## src/rtl/serial_frame_pkg.sv

```systemverilog
// Shared types and line-level constants for the serial frame receiver.
// Parity support is selected by the SERIAL_FRAME_RX_PARITY_EN macro in the top level.
package serial_frame_pkg;

    typedef enum logic [1:0] {
        IDLE   = 2'd0,
        DATA   = 2'd1,
        PARITY = 2'd2,
        STOP   = 2'd3
    } state_t;

    localparam logic SI_IDLE_LEVEL = 1'b1;
    localparam logic STOP_LEVEL    = 1'b1;

    // Even parity: the XOR of all data bits plus the parity bit must be zero.
    function automatic logic parity_mismatch(input logic data_xor, input logic parity_bit);
        return data_xor ^ parity_bit;
    endfunction

endpackage

```

## src/rtl/sipo_shift.sv

```systemverilog
// N-bit right-shift register: the newest serial bit enters at the MSB, so the
// first bit of a frame ends up in bit 0 after N shifts.
module sipo_shift #(
    parameter int N = 8
) (
    input  logic         clk,
    input  logic         reset,
    input  logic         shift_en,
    input  logic         SI,
    output logic [N-1:0] q
);

    logic [N-1:0] sh_r;

    // Shift register storage.
    always_ff @(posedge clk) begin
        if (reset) begin
            sh_r <= '0;
        end else if (shift_en) begin
            sh_r <= {SI, sh_r[N-1:1]};
        end else begin
            sh_r <= sh_r;
        end
    end

    assign q = sh_r;

endmodule

```

## src/rtl/serial_frame_rx.sv

```systemverilog
// Serial-to-parallel frame receiver: start bit, N data bits LSB first, optional
// even-parity bit (SERIAL_FRAME_RX_PARITY_EN), stop bit; one bit per clock.
module serial_frame_rx
    import serial_frame_pkg::*;
#(
    parameter int N = 8
) (
    input  logic         clk,
    input  logic         reset,
    input  logic         SI,
    output logic [N-1:0] Q,
    output logic         valid,
    output logic         frame_err,
    output logic         parity_err,
    output logic         busy
);

    localparam int             CW       = $clog2(N) + 1;
    localparam logic [CW-1:0]  LAST_BIT = CW'(N - 1);

    state_t         state_r, state_s;
    logic [CW-1:0]  cnt_r, cnt_s;
    logic           shift_en_s, load_s, frame_err_s, parity_err_s;
    logic [N-1:0]   sh_s;
    logic [N-1:0]   q_r;
    logic           valid_r, frame_err_r, parity_err_r;

`ifdef SERIAL_FRAME_RX_PARITY_EN
    logic           par_acc_r, par_acc_s;
    logic           par_bit_r, par_bit_s;
`endif

    sipo_shift #(.N(N)) u_sipo (
        .clk      (clk),
        .reset    (reset),
        .shift_en (shift_en_s),
        .SI       (SI),
        .q        (sh_s)
    );

    // Next-state, counter and strobe decode.
    always_comb begin
        state_s      = state_r;
        cnt_s        = cnt_r;
        shift_en_s   = 1'b0;
        load_s       = 1'b0;
        frame_err_s  = 1'b0;
        parity_err_s = 1'b0;
`ifdef SERIAL_FRAME_RX_PARITY_EN
        par_acc_s    = par_acc_r;
        par_bit_s    = par_bit_r;
`endif
        case (state_r)
            IDLE: begin
                if (SI != SI_IDLE_LEVEL) begin
                    state_s = DATA;
                    cnt_s   = '0;
`ifdef SERIAL_FRAME_RX_PARITY_EN
                    par_acc_s = 1'b0;
`endif
                end else begin
                    state_s = IDLE;
                end
            end
            DATA: begin
                shift_en_s = 1'b1;
                cnt_s      = cnt_r + CW'(1);
`ifdef SERIAL_FRAME_RX_PARITY_EN
                par_acc_s  = par_acc_r ^ SI;
`endif
                if (cnt_r == LAST_BIT) begin
`ifdef SERIAL_FRAME_RX_PARITY_EN
                    state_s = PARITY;
`else
                    state_s = STOP;
`endif
                end else begin
                    state_s = DATA;
                end
            end
`ifdef SERIAL_FRAME_RX_PARITY_EN
            PARITY: begin
                par_bit_s = SI;
                state_s   = STOP;
            end
`endif
            STOP: begin
                // A low stop bit is an error, never a new start bit.
                state_s = IDLE;
                if (SI != STOP_LEVEL) begin
                    frame_err_s = 1'b1;
`ifdef SERIAL_FRAME_RX_PARITY_EN
                end else if (parity_mismatch(par_acc_r, par_bit_r)) begin
                    parity_err_s = 1'b1;
`endif
                end else begin
                    load_s = 1'b1;
                end
            end
            default: begin
                state_s = IDLE;
            end
        endcase
    end

    // State, counter and parity registers.
    always_ff @(posedge clk) begin
        if (reset) begin
            state_r <= IDLE;
            cnt_r   <= '0;
`ifdef SERIAL_FRAME_RX_PARITY_EN
            par_acc_r <= 1'b0;
            par_bit_r <= 1'b0;
`endif
        end else begin
            state_r <= state_s;
            cnt_r   <= cnt_s;
`ifdef SERIAL_FRAME_RX_PARITY_EN
            par_acc_r <= par_acc_s;
            par_bit_r <= par_bit_s;
`endif
        end
    end

    // Registered word and one-cycle strobes.
    always_ff @(posedge clk) begin
        if (reset) begin
            q_r          <= '0;
            valid_r      <= 1'b0;
            frame_err_r  <= 1'b0;
            parity_err_r <= 1'b0;
        end else begin
            if (load_s) begin
                q_r <= sh_s;
            end else begin
                q_r <= q_r;
            end
            valid_r      <= load_s;
            frame_err_r  <= frame_err_s;
            parity_err_r <= parity_err_s;
        end
    end

    assign Q          = q_r;
    assign valid      = valid_r;
    assign frame_err  = frame_err_r;
    assign parity_err = parity_err_r;
    assign busy       = (state_r != IDLE);

endmodule

```

## config.mk

```make
export PLATFORM = sky130hd
export DESIGN_NAME = serial_frame_rx
export DESIGN_NICKNAME = d
export VERILOG_FILES = /design/src/rtl/serial_frame_pkg.sv /design/src/rtl/sipo_shift.sv /design/src/rtl/serial_frame_rx.sv
export SDC_FILE = /design/constraint.sdc
export NUM_CORES = 1
export LEC_CHECK = 0
export CORE_MARGIN = 2
export CORE_UTILIZATION = 50
export DETAILED_ROUTE_END_ITERATION = 8
export GPL_TIMING_DRIVEN = 0
export PLACE_DENSITY = 0.75
export SLEW_MARGIN = 15
export SYNTH_ARGS = -nofsm -noshare
export SYNTH_HDL_FRONTEND = slang
export SYNTH_SLANG_ARGS = --single-unit
```

## constraint.sdc

```tcl
create_clock -name clk -period 1.4 [get_ports clk]
set_input_delay 0.21 -clock clk [delete_from_list [all_inputs] [get_ports clk]]
set_output_delay 0.21 -clock clk [all_outputs]
set_load 0.02 [all_outputs]
```

==> flow_metrics.tcl, run 1 <==
set metrics [dict create \
    status "complete, no violations" \
    finalNonFillerCells 152 \
    rsz0062_at_grt "no" \
    drt_wl_total_mm 1.663 \
    worst-path-buf-inv 1 \
    whs_ns 0.4589 \
    regToRegEndpoint "cnt_r[3]$_SDFFE_PP0P_" \
    drive_gt1_frac 0.1260 \
    drtIter0Drc 16 \
    yosysSeqAreaShare 0.5304 \
    path_cells "or2_2 > buf_6" \
    reg2regPathDepth 5 \
    hold_path.class "reg2reg" \
    diodes 0 \
    worst_path_max_delay_cell "dfxtp_2" \
    vias 737 \
    layout_common_cells "nand2_1 (34), dfxtp_1 (22), a21oi_1 (19), dlygate4sd2_1 (10)" \
    cts_buffer_depth 2 \
    dp_cells 148 \
    cts_num_sinks 24 \
    overflow 0 \
    crit_fanout 9 \
    grt_pass1_vias 639 \
    initial_core_util 0.5304 \
    worstSetupStartpointType "flop" \
    crit_family "flip-flops" \
    htreeDepth 1 \
    max_freq_mhz 743.8 \
    reg2reg_slack_ns 0.12 \
    whs_endpoint "Q[2]$_SDFFE_PP0P_" \
    crit_arrival_ns 1.13 \
    synth_top_area_share 0.5304 \
    yosysWarnings 0 \
    syn_inst 110 \
    tritoncts "built" \
    place_congestion 0.7652 \
    dieArea_um2 2168 \
    dp_hpwl_mm 1.146 \
    core_um2 1708 \
    holdPathStages 2 \
    die_x_um 46.57 \
    path_clk_slew_ns 0.13 \
    grt_util_all_layers 0.1821 \
    setup_viol 0 \
    syn_avg_cell_area_um2 8.235 \
    period_minus_slack_ns 1.344 \
    root_buffer "clkbuf_4" \
    drcViolationCount 0 \
    ir_worst_vdd_v 0.0007086 \
    numCtsBuffers 3 \
    cap_viol_max_count 0 \
    power_density_nw_per_um2 1129 \
    nets 132 \
    syn_nets 114 \
    slew_viol_final 0 \
    yosysTopAreaCell "dfxtp_1" \
    grt_max_degree 15 \
    viasPerCell 4.849 \
    timing.final.hold_violations 0 \
    antenna_found_initial 0 \
    synth_seq_cells 24 \
    finalCritPeriodShare 0.9603 \
    layout_commonest_cell "nand2_1" \
    fp.dieH_um 46.57 \
    wl_per_cell_um 10.94 \
    hold_buffers 0 \
    worst_setup_path_end_kind "output pin" \
    synth_area_um2 905.9 \
    ioPinCount 15 \
    dr.pass1.iters 4 \
    synthToLayoutAreaGrowth_pct 23.20 \
    grt_pass1_wl_mm 2.746 \
    yosysUniqueCellTypes 22 \
    clk_latency_ns 0.31 \
    hp-start "Q[2]$_SDFFE_PP0P_" \
    critPathKind "reg2out" \
    rows 15 \
    fin_skew_ns 0.006379 \
    slowest_delay_ns 0.38 \
    p_leak_nw 0.4435 \
    synth.top_cells.by_area "dfxtp_1 (53%), nand2_1 (14%), a21oi_1 (10%)" \
    drtAntennaViolNets 0 \
    critical_path_required_ns 1.19 \
    port_buffers 13 \
    r2r-start "state_r[1]$_SDFF_PP0_" \
]
-- metal layers --
metal / track usage / part of all wire / vias to the layer above
met1: 0.2260 / 0.48 / 330
met2: 0.2917 / 0.48 / 10
met4: 0.08571 / 0.016 / 0
met3: 0.04706 / 0.027 / 4
li1: - / - / 393
met5: 0 / 0 / -
-- timing repair --
action | CTS | global route
gates resized for setup | 16 | 4
setup buffers | 0 | 2
endpoints found under the setup margin | 11 | 1
-- cell usage after synthesis, drive strengths merged --
cell type and count:
o21ai 4, buf 6, or2 1, dfxtp 24, nand3 2, nor3b 1
conb 1, nand2b 1, a211oi 1, and3 1, nand2 34, nor3 2
nand4bb 1, o31a 1, ha 1, nor2 4, clkbuf 2, or3 1
nor2b 3, a21oi 19
-- metrics by stage --
| step | util | setup WS (ns) | instance area (um^2) | setup TNS, ns | power [mW] |
|---|---|---|---|---|---|
| final | 0.6535 | 0.05562 | 1116 | 0 | 1.260 |
| after floorplan | - | 0.4080 | 905.9 | 0 | 0.7631 |
| after CTS | 0.6476 | -0.06340 | 1106 | -0.06340 | 1.273 |
| after global routing | 0.6535 | 0.006264 | 1116 | 0 | 1.314 |
| after global placement | 0.6249 | -0.08230 | 1067 | -0.6585 | 0.7866 |
| after detailed placement | 0.6249 | -0.08531 | 1067 | -0.9719 | 0.7882 |
-- cell families after synthesis --
logic type	count (synthesis)	synth area share
fa+ha+maj	1	0.01381
buf+inv	8	0.04972
other cells	1	0.004140
simple gates	51	0.2514
compound gates	25	0.1505
flops	24	0.5304
-- area by class of cell --
cell class / instances / area [um^2]
multi-input combinational: 78 / 380.4
fill: 163 / 591.8
timing repair buffer: 15 / 133.9
clock buffer: 3 / 22.52
sequential: 24 / 485.5
clock inverter: 1 / 30.03
tap: 25 / 31.28
buffer: 6 / 32.53
-- sequential cells by signal (all words and copies together), names as in the netlist --
signal     cells
state_r        2
frame_err      1
u_sipo.q       8
valid          1
Q              8
cnt_r          4
-- where the power goes --
| part | switching [mW] | total, mW | internal (mW) |
|---|---|---|---|
| clock network | 0.202 | 0.491 | 0.289 |
| logic | 0.0409 | 0.0684 | 0.0275 |
| registers | 0.0104 | 0.701 | 0.690 |
| total | 0.253 | 1.26 | 1.01 |
-- tightest hold or removal path, stage by stage (launching register included) --
cell and delay, ns:
dfxtp_1 0.33, nand2_1 0.05, a21oi_1 0.05
-- worst max-delay path by stage --
stage / cells past startpoint / start / end / slack, ns
2_1_floorplan: 4 / state_r[0]$_SDFF_PP0_ / cnt_r[3]$_SDFFE_PP0P_ / 0.41
3_3_place_gp: 3 / state_r[1]$_SDFF_PP0_ / busy / -0.08
3_5_place_dp: 4 / SI / Q[1]$_SDFFE_PP0P_ / -0.09
4_1_cts: 3 / state_r[1]$_SDFF_PP0_ / busy / -0.06
5_1_grt: 2 / state_r[0]$_SDFF_PP0_ / busy / 0.006
6_report: 2 / state_r[0]$_SDFF_PP0_ / busy / 0.06
Power figures use the tool's default switching activity.
==> run 2: changes to the inputs <==
--- a/config.mk
+++ b/config.mk
@@ -7,10 +7,11 @@
 export LEC_CHECK = 0
 export CORE_MARGIN = 2
 export CORE_UTILIZATION = 50
+export CTS_CLUSTER_DIAMETER = 120
 export DETAILED_ROUTE_END_ITERATION = 8
 export GPL_TIMING_DRIVEN = 0
 export PLACE_DENSITY = 0.75
-export SLEW_MARGIN = 15
+export SLEW_MARGIN = 10
 export SYNTH_ARGS = -nofsm -noshare
 export SYNTH_HDL_FRONTEND = slang
 export SYNTH_SLANG_ARGS = --single-unit
==> results of run 2 <==
Final layout, timing and power as in run 1 (identical DEF).
==> run 3: changes to the inputs <==
--- a/config.mk
+++ b/config.mk
@@ -6,11 +6,12 @@
 export NUM_CORES = 1
 export LEC_CHECK = 0
 export CORE_MARGIN = 2
-export CORE_UTILIZATION = 50
+export CORE_UTILIZATION = 53
+export CTS_BUF_LIST = sky130_fd_sc_hd__clkbuf_4
 export CTS_CLUSTER_DIAMETER = 120
 export DETAILED_ROUTE_END_ITERATION = 8
 export GPL_TIMING_DRIVEN = 0
-export PLACE_DENSITY = 0.75
+export PLACE_DENSITY = 0.78
 export SLEW_MARGIN = 10
 export SYNTH_ARGS = -nofsm -noshare
 export SYNTH_HDL_FRONTEND = slang
==> flow_metrics.tcl, run 3 (synthesized netlist as in run 1, its figures left out) <==
set metrics [dict create \
    critical_path_required_ns 1.19 \
    nets 131 \
    grt_max_degree 15 \
    tritoncts "built" \
    critPathKind "reg2out" \
    regToRegEndpoint "Q[5]$_SDFFE_PP0P_" \
    final_area_um2 1096 \
    pwr-share-seq 0.551 \
    status "complete, no violations" \
    grt_pass1_vias 611 \
    fin_skew_ns 0.005952 \
    ir_worst_vdd_v 0.0007082 \
    cts_num_sinks 24 \
    p_leak_nw 0.4368 \
    reg2reg_slack_ns 0.25 \
    numCtsBuffers 3 \
    dp_cells 139 \
    hp-start "Q[6]$_SDFFE_PP0P_" \
    period_minus_slack_ns 1.346 \
    htreeDepth 1 \
    rsz0062_at_grt "no" \
    max_freq_mhz 743.0 \
    drtAntennaViolNets 0 \
    worst_setup_path_end_kind "output pin" \
    drcViolationCount 0 \
    clkPwrFrac 0.391 \
    drtIter0Drc 18 \
    hold_buffers 0 \
    initial_core_util 0.5811 \
    diodes 0 \
    root_buffer "clkbuf_4" \
    p_int_mw 1.007 \
    drt_wl_total_mm 1.613 \
    cp-startpoint "state_r[1]$_SDFF_PP0_" \
    dr.pass1.iters 4 \
    p_switching_mw 0.2565 \
    swShare 0.2030 \
    placed_cell_area_um2 1056 \
    layout_commonest_cell "nand2_1" \
    reg2regPathDepth 4 \
    fp.dieH_um 45.34 \
    worstSetupStartpointType "flop" \
    grt_pass1_wl_mm 2.628 \
    vias 761 \
    synthToLayoutAreaGrowth_pct 20.99 \
    dieArea_um2 2056 \
    dp_hpwl_mm 1.132 \
    drive_gt1_frac 0.1190 \
    grt_util_all_layers 0.1747 \
    power_density_nw_per_um2 1153 \
    overflow 0 \
    path_clk_slew_ns 0.13 \
    place_congestion 0.7951 \
    die_x_um 45.34 \
    rows 14 \
    clk_latency_ns 0.31 \
    layout_common_cells "nand2_1 (34), dfxtp_1 (22), a21oi_1 (19), dlygate4sd2_1 (10)" \
    cap_viol_max_count 0 \
    crit_fanout 12 \
    r2r-start "state_r[0]$_SDFF_PP0_" \
    cts_buffer_depth 2 \
    timing.final.hold_violations 0 \
    holdPathStages 2 \
    crit_arrival_ns 1.14 \
    wl_per_cell_um 11.36 \
    hold_path.class "reg2reg" \
    viasPerCell 5.359 \
    core_um2 1559 \
    finalCritPeriodShare 0.9614 \
    port_buffers 13 \
    setup_viol 0 \
    antenna_found_initial 0 \
    whs_endpoint "Q[6]$_SDFFE_PP0P_" \
    ioPinCount 15 \
    combPwrFrac 0.058 \
    fin_setup_tns_ns 0 \
    finalNonFillerCells 142 \
    slew_viol_final 0 \
]
==> run 3: cell types whose count changed in the layout (fill, tap and decap cells not counted), sizes merged <==
cell  before  now
buf        7    6
==> run 3: how the worst max path moves through the flow <==
stage	end
floorplan	cnt_r[3]$_SDFFE_PP0P_
global placement	busy
detailed placement	Q[5]$_SDFFE_PP0P_
CTS	busy
global route	busy
finish	busy
==> run 3: what timing repair did <==
item                                    4_1_cts  5_1_grt
endpoints found under the setup margin       11        1
cloned                                        0        0
resized for setup                            15        5
setup buffers                                 0        1
==> run 3: power by group through the flow <==
stage | registers [mW] | logic, mW | clock network, mW
6_report | 0.696 | 0.0736 | 0.494
5_1_grt | 0.697 | 0.0820 | 0.532
4_1_cts | 0.698 | 0.0736 | 0.501
3_5_place_dp | 0.713 | 0.0755 | 0
3_3_place_gp | 0.713 | 0.0735 | 0
2_1_floorplan | 0.712 | 0.0513 | 0
==> run 3: metal layers <==
metal  vias up  part of all wire  routed length (um)  global-route usage
met2         9              0.47                 765              0.2886
met5         -                 0                   0                   0
met3         2             0.022                  35             0.03600
met4         0            0.0056                   9             0.05294
met1       358              0.50                 803              0.2292
li1        392                 -                   -                   -
==> run 3: final cells by class <==
class / instances / area, um^2
multi-input cells: 78 / 380.4
plain buffers: 6 / 32.53
well taps: 16 / 20.02
fillers: 123 / 462.9
flip-flops and latches: 24 / 488.0
clock buffers: 3 / 22.52
clock inverters: 1 / 30.03
repair buffers: 14 / 122.6
==> run 3: stage by stage <==
| step | power (mW) | hold WS (ns) | utilization | worst slack [ns] |
|---|---|---|---|---|
| after floorplan | 0.7631 | 0.2746 | - | 0.4080 |
| after CTS | 1.273 | 0.4627 | 0.7014 | -0.04486 |
| after detailed placement | 0.7887 | 0.4470 | 0.6774 | -0.09588 |
| after global placement | 0.7861 | 0.4382 | 0.6774 | -0.07461 |
| final | 1.264 | 0.4589 | 0.7031 | 0.05406 |
| after global routing | 1.312 | 0.4738 | 0.7031 | 0.005747 |
==> run 3: critical path, cell delays in order (launching register included) <==
cell and delay (ns):
dfxtp_4 0.40, or2_2 0.27, buf_4 0.16
